**src/rtl/pc_fetch_pkg.sv**
```systemverilog
// Shared types and defaults for the program-counter fetch sequencer.
package pc_fetch_pkg;

  localparam int unsigned AW_DEF    = 8;
  localparam int unsigned CNT_W_DEF = 16;
  localparam logic [7:0]  RESET_PC_DEF = 8'h00;
  localparam logic [7:0]  PROG_END_DEF = 8'h1F;

  typedef enum logic [1:0] {
    IDLE  = 2'd0,
    RUN   = 2'd1,
    STALL = 2'd2,
    HALT  = 2'd3
  } state_t;

endpackage

```
**src/rtl/pc_fetch_unit_next_sel.sv**
```systemverilog
// Next-PC priority mux: jump > branch > pending > sequential, plus branch adder.
module pc_next_sel #(
  parameter int unsigned AW = 8
) (
  input  logic [AW-1:0] pc_plus1,
  input  logic          jump,
  input  logic [AW-1:0] jump_target,
  input  logic          branch_taken,
  input  logic [AW-1:0] branch_off,
  input  logic          pend_valid,
  input  logic [AW-1:0] pend_pc,
  output logic [AW-1:0] next_pc,
  output logic          redirect_hit
);

  logic [AW-1:0] branch_pc;

  // Two's-complement offset relative to pc+1; overflow wraps.
  assign branch_pc    = pc_plus1 + branch_off;
  assign redirect_hit = jump | branch_taken;

  always_comb begin
    next_pc = pc_plus1;
    if (jump) begin
      next_pc = jump_target;
    end else if (branch_taken) begin
      next_pc = branch_pc;
    end else if (pend_valid) begin
      next_pc = pend_pc;
    end
  end

endmodule

```
**src/rtl/pc_fetch_unit.sv**
```systemverilog
// Program-counter sequencer feeding the 8-bit datapath (IDLE/RUN/STALL/HALT).
// Optional PC_LIMIT_EN: halt at PROG_END or on a redirect beyond it.
module pc_fetch_unit
  import pc_fetch_pkg::*;
#(
  parameter int unsigned     AW       = AW_DEF,
  parameter logic [AW-1:0]   RESET_PC = AW'(RESET_PC_DEF),
  parameter logic [AW-1:0]   PROG_END = AW'(PROG_END_DEF),
  parameter int unsigned     CNT_W    = CNT_W_DEF
) (
  input  logic             clk,
  input  logic             reset,
  input  logic             start,
  input  logic             stall,
  input  logic             jump,
  input  logic [AW-1:0]    jump_target,
  input  logic             branch_taken,
  input  logic [AW-1:0]    branch_off,
  input  logic             halt_req,
  output logic [AW-1:0]    pc_out,
  output logic [AW-1:0]    pc_plus1,
  output logic             pc_valid,
  output logic             halted,
  output logic [CNT_W-1:0] retired_cnt
);

  state_t        state_q, state_d;
  logic [AW-1:0] pc_d;
  logic          pend_valid_q, pend_valid_d;
  logic [AW-1:0] pend_pc_q, pend_pc_d;
  logic          cnt_inc;
  logic [AW-1:0] next_pc;
  logic          redirect_hit;

  assign pc_plus1 = pc_out + AW'(1);

  pc_next_sel #(.AW(AW)) u_next_sel (
    .pc_plus1     (pc_plus1),
    .jump         (jump),
    .jump_target  (jump_target),
    .branch_taken (branch_taken),
    .branch_off   (branch_off),
    .pend_valid   (pend_valid_q),
    .pend_pc      (pend_pc_q),
    .next_pc      (next_pc),
    .redirect_hit (redirect_hit)
  );

`ifdef PC_LIMIT_EN
  logic limit_stop;
  // Sequential step off PROG_END, or any redirect past it, ends the program.
  assign limit_stop = (redirect_hit || pend_valid_q) ? (next_pc > PROG_END)
                                                     : (pc_out == PROG_END);
`else
  logic limit_stop;
  logic unused_prog_end;
  assign limit_stop      = 1'b0;
  assign unused_prog_end = ^PROG_END;
`endif

  // Next-state, next-PC and pending-redirect selection.
  always_comb begin
    state_d      = state_q;
    pc_d         = pc_out;
    pend_valid_d = pend_valid_q;
    pend_pc_d    = pend_pc_q;
    cnt_inc      = 1'b0;
    case (state_q)
      IDLE: begin
        if (start) state_d = RUN;
      end
      RUN: begin
        cnt_inc = ~stall;
        if (halt_req) begin
          state_d      = HALT;
          pend_valid_d = 1'b0;
        end else if (stall) begin
          state_d = STALL;
          if (redirect_hit) begin
            pend_valid_d = 1'b1;
            pend_pc_d    = next_pc;
          end
        end else if (limit_stop) begin
          state_d      = HALT;
          pend_valid_d = 1'b0;
        end else begin
          pc_d         = next_pc;
          pend_valid_d = 1'b0;
        end
      end
      STALL: begin
        // PC holds on the STALL->RUN edge so the stalled instruction re-issues.
        if (halt_req) begin
          state_d      = HALT;
          pend_valid_d = 1'b0;
        end else begin
          if (redirect_hit) begin
            pend_valid_d = 1'b1;
            pend_pc_d    = next_pc;
          end
          if (!stall) state_d = RUN;
        end
      end
      HALT: ;
      default: state_d = IDLE;
    endcase
  end

  // State, PC, pending, status flags and saturating retire counter.
  always_ff @(posedge clk) begin
    if (reset) begin
      state_q      <= IDLE;
      pc_out       <= RESET_PC;
      pend_valid_q <= 1'b0;
      pend_pc_q    <= '0;
      pc_valid     <= 1'b0;
      halted       <= 1'b0;
      retired_cnt  <= '0;
    end else begin
      state_q      <= state_d;
      pc_out       <= pc_d;
      pend_valid_q <= pend_valid_d;
      pend_pc_q    <= pend_pc_d;
      pc_valid     <= (state_d == RUN);
      halted       <= (state_d == HALT);
      if (cnt_inc && (retired_cnt != {CNT_W{1'b1}})) begin
        retired_cnt <= retired_cnt + CNT_W'(1);
      end
    end
  end

endmodule

```
**config.mk**
```make
export PLATFORM = sky130hd
export DESIGN_NAME = pc_fetch_unit
export DESIGN_NICKNAME = d
export VERILOG_FILES = /design/src/rtl/pc_fetch_pkg.sv /design/src/rtl/pc_fetch_unit_next_sel.sv /design/src/rtl/pc_fetch_unit.sv
export SDC_FILE = /design/constraint.sdc
export NUM_CORES = 1
export LEC_CHECK = 0
export ABC_CLOCK_PERIOD_IN_PS = 2400
export CORE_UTILIZATION = 30
export CTS_CLUSTER_DIAMETER = 40
export CTS_CLUSTER_SIZE = 40
export DETAILED_ROUTE_END_ITERATION = 16
export GPL_TIMING_DRIVEN = 0
export HOLD_SLACK_MARGIN = 0.1
export MAX_ROUTING_LAYER = met4
export PLACE_DENSITY = 0.54
export SKIP_CTS_REPAIR_TIMING = 1
export SLEW_MARGIN = 20
export SYNTH_ARGS = -nofsm -noshare
export SYNTH_HDL_FRONTEND = slang
export SYNTH_SLANG_ARGS = --single-unit
export TNS_END_PERCENT = 1
```
**constraint.sdc**
```tcl
create_clock -name clk -period 2.4 [get_ports clk]
set_input_delay 0.36 -clock clk [delete_from_list [all_inputs] [get_ports clk]]
set_output_delay 0.36 -clock clk [all_outputs]
set_load 0.03 [all_outputs]
```
==> insert_results.sql <==
INSERT INTO impl_metrics (metric_group, metric, value, unit) VALUES
('clock_network', 'path_clk_slew', '0.08', 'ns'),
('detailed_routing', 'viasPerCell', '4.94', ''),
('synth', 'synthesized_area_per_cell', '8.66', 'sq um'),
('finish', 'n_antenna_cell', '0', ''),
('detailed_routing', 'route.final.wire_length', '6110', 'um'),
('critical_path', 'critPathBufInv', '0', ''),
('detailed_routing', 'drcViolationCount', '0', ''),
('floorplanning', 'ios', '57', ''),
('detailed_routing', 'detailedRoute.firstIterationViolations', '80', ''),
('finish', 'layout-drive-gt1-share', '0.122', ''),
('finish', 'area_growth', '36.0', '%'),
('synth', 'ys_async_sr_fraction', '0', ''),
('sta', 'worst_slew_pin_slew', '0.570', 'ns'),
('sta', 'max_freq', '432', 'MHz'),
('power', 'irDropWorstVdd', '348', 'uV'),
('floorplanning', 'dieArea', '8440', 'sq um'),
('detailed_routing', 'route.detailed.wl_per_inst', '13.7', 'um'),
('sta', 'maxSlewViolCount', '0', ''),
('synth', 'syn-num-nets', '318', ''),
('synth', 'netlist_top_cells_count', 'sky130_fd_sc_hd__dfxtp_1 (37), sky130_fd_sc_hd__nor2_1 (35), sky130_fd_sc_hd__xor2_1 (16)', ''),
('detailed_routing', 'pre_repair_dr_iteration_count', '4', ''),
('sta', 'setup_repair_after_global_routing_missed_its_margin', 'true', ''),
('power', 'cell_internal_pwr', '0.00135', 'W'),
('global_routing', 'track_usage', '0.158', ''),
('clock_network', 'tritoncts', 'built', ''),
('sta', 'final_hold_viol_count', '0', ''),
('sta', 'totalNegativeSetupSlack', '0', 'ns'),
('critical_path', 'cp_slowest_cell', 'sky130_fd_sc_hd__dfxtp_4', ''),
('synth', 'yosys.cell_count.top_type', 'sky130_fd_sc_hd__dfxtp_1', ''),
('power', 'power.share.sequential', '0.367', ''),
('clock_network', 'clock_insertion_delay_worst_skew', '0.29', 'ns'),
('flow_run', 'cap_violations', '0', ''),
('critical_path', 'setup.worst_path.class', 'flop to flop', ''),
('synth', 'syn_area', '2420', 'sq um'),
('critical_path', 'crit_arrival', '2.47', 'ns'),
('synth', 'synth_area_leader_cell', 'sky130_fd_sc_hd__dfxtp_1', ''),
('sta', 'setup_viol', '0', ''),
('synth', 'yosys_most_used_dff', 'sky130_fd_sc_hd__dfxtp_1', ''),
('place', 'buffer_ports.inserted', '56', ''),
('power', 'power.share.clock', '0.193', ''),
('critical_path', 'critPathMaxFanout', '7', ''),
('place', 'place.gp.congestion', '0.777', ''),
('global_routing', 'grt_pass1_wl', '10300', 'um'),
('clock_network', 'ctsHtreeMaxLevel', '2', ''),
('sta', 'period_needed', '2.32', 'ns'),
('sta', 'timing.clock.skew', '0.00659', 'ns'),
('global_routing', 'antenna_found_initial', '0', ''),
('synth', 'synth.area.top_cells', 'sky130_fd_sc_hd__dfxtp_1 (31%), sky130_fd_sc_hd__ha_1 (7.2%), sky130_fd_sc_hd__xor2_1 (5.8%)', ''),
('sta', 'timing.slew.headroom', '0.620', ''),
('clock_network', 'clock_sink_count', '37', ''),
('sta', 'hold-worst-slack', '0.506', 'ns'),
('power', 'power_density_cells', '671', 'nW/um^2'),
('synth', 'ys_ff_latch', '37', ''),
('critical_path', 'critPathCaptureType', 'flop', ''),
('clock_network', 'clk_path_buf_depth', '2', ''),
('finish', 'postLayoutCellArea', '3300', 'sq um'),
('synth', 'synth_edf_count', '0', ''),
('place', 'placedInstanceArea', '3180', 'sq um'),
('place', 'dp_hpwl', '4790', 'um'),
('hold_path', 'class_of_the_most_critical_hold_timing_path', 'flop to flop', ''),
('clock_network', 'clock-root-buffer', 'sky130_fd_sc_hd__clkbuf_8', ''),
('status', 'run_status', 'finished, final reports clean', ''),
('power', 'proportion_of_power_drawn_by_combinational_gates', '0.440', ''),
('power', 'switching_share', '0.389', ''),
('critical_path', 'timing.critical_path.required', '2.55', 'ns'),
('synth', 'post_synth_num_cell_types', '54', ''),
('clock_network', 'tritoncts.num_buffers', '5', ''),
('synth', 'synthDominantCellAreaShare', '0.306', ''),
('detailed_routing', 'drt.antenna.violating_nets', '0', ''),
('finish', 'postLayoutCoreUtil', '0.424', ''),
('power', 'switchingPower', '0.000859', 'W');
[tightest hold or removal path, cell delays in order (launching register included)]
cell	delay (ns)
sky130_fd_sc_hd__dfxtp_1	0.30
sky130_fd_sc_hd__inv_1	0.07
sky130_fd_sc_hd__o32ai_2	0.09
[power by group through the flow]
stage / registers [W] / clock network [W] / logic (W)
2_1_floorplan: 0.000862 / 0 / 0.000642
3_3_place_gp: 0.000823 / 0 / 0.000955
3_5_place_dp: 0.000825 / 0 / 0.000967
4_1_cts: 0.000811 / 0.000445 / 0.000972
5_1_grt: 0.000824 / 0.000474 / 0.00109
6_report: 0.000812 / 0.000426 / 0.000974
[metal layers]
metal  vias to the layer above  wire length (um)  track usage
li1                       1139                 -            -
met5                         -                 0            -
met4                         0               108       0.0560
met3                        10               151       0.0257
met2                        35              2860        0.241
met1                      1022              2990        0.210
[worst paths after layout]
kind                   to  slack [ns]  cells past startpoint         start
max             pc_out[6]        0.08                      9     pc_out[0]
min          pend_pc_q[7]        0.51                      2  pend_pc_q[7]
min reg2reg  pend_pc_q[7]        0.51                      2  pend_pc_q[7]
max reg2reg     pc_out[6]        0.08                      9     pc_out[0]
[stage by stage]
stage / power [W] / cells
after floorplan: 0.00150 / 280
after global placement: 0.00178 / 438
after detailed placement: 0.00179 / 438
after CTS: 0.00223 / 446
after global routing: 0.00239 / 447
final: 0.00221 / 447
[state kept, by name, indices dropped and copies added, names as in the netlist]
name and cells:
pend_pc_q 8, state_q 2, halted 1, pend_valid_q 1, pc_out 8, retired_cnt 16, pc_valid 1
[cells by family after synthesis]
logic type,after synthesis,share of synthesized area
AND/OR/NAND/NOR,96,0.216
AO/OA/AOI/OAI,73,0.223
flip-flops,37,0.306
buffers and inverters,29,0.0547
XOR/XNOR,23,0.0888
adder cells (fa/ha/maj),15,0.0805
multiplexers,7,0.0310
[cell type report]
cell class	instances	area [sq um]
clock buffer	6	72.6
buffer	13	67.6
fill	807	4470
clock inverter	2	10.0
sequential	37	752
inverter	16	65.1
tap	102	128
multi-input combinational	214	1620
timing repair buffer	57	578
[placed cells by master, fill, tap and decap left out, types with 4 or more instances in the layout]
| cell type | instances |
|---|---|
| sky130_fd_sc_hd__a211oi_1 | 14 |
| sky130_fd_sc_hd__a21oi_1 | 12 |
| sky130_fd_sc_hd__clkbuf_1 | 7 |
| sky130_fd_sc_hd__clkbuf_8 | 5 |
| sky130_fd_sc_hd__clkdlybuf4s50_1 | 52 |
| sky130_fd_sc_hd__dfxtp_1 | 32 |
| sky130_fd_sc_hd__dlymetal6s2s_1 | 4 |
| sky130_fd_sc_hd__ha_1 | 12 |
| sky130_fd_sc_hd__inv_1 | 15 |
| sky130_fd_sc_hd__mux2i_1 | 5 |
| sky130_fd_sc_hd__nand2_1 | 12 |
| sky130_fd_sc_hd__nand3_1 | 7 |
| sky130_fd_sc_hd__nand4_1 | 4 |
| sky130_fd_sc_hd__nor2_1 | 35 |
| sky130_fd_sc_hd__nor2b_1 | 6 |
| sky130_fd_sc_hd__o211ai_1 | 6 |
| sky130_fd_sc_hd__o21ai_0 | 8 |
| sky130_fd_sc_hd__o21ai_1 | 6 |
| sky130_fd_sc_hd__o41ai_1 | 4 |
| sky130_fd_sc_hd__xnor2_1 | 4 |
| sky130_fd_sc_hd__xor2_1 | 14 |
(Power assumes the default switching activity.)
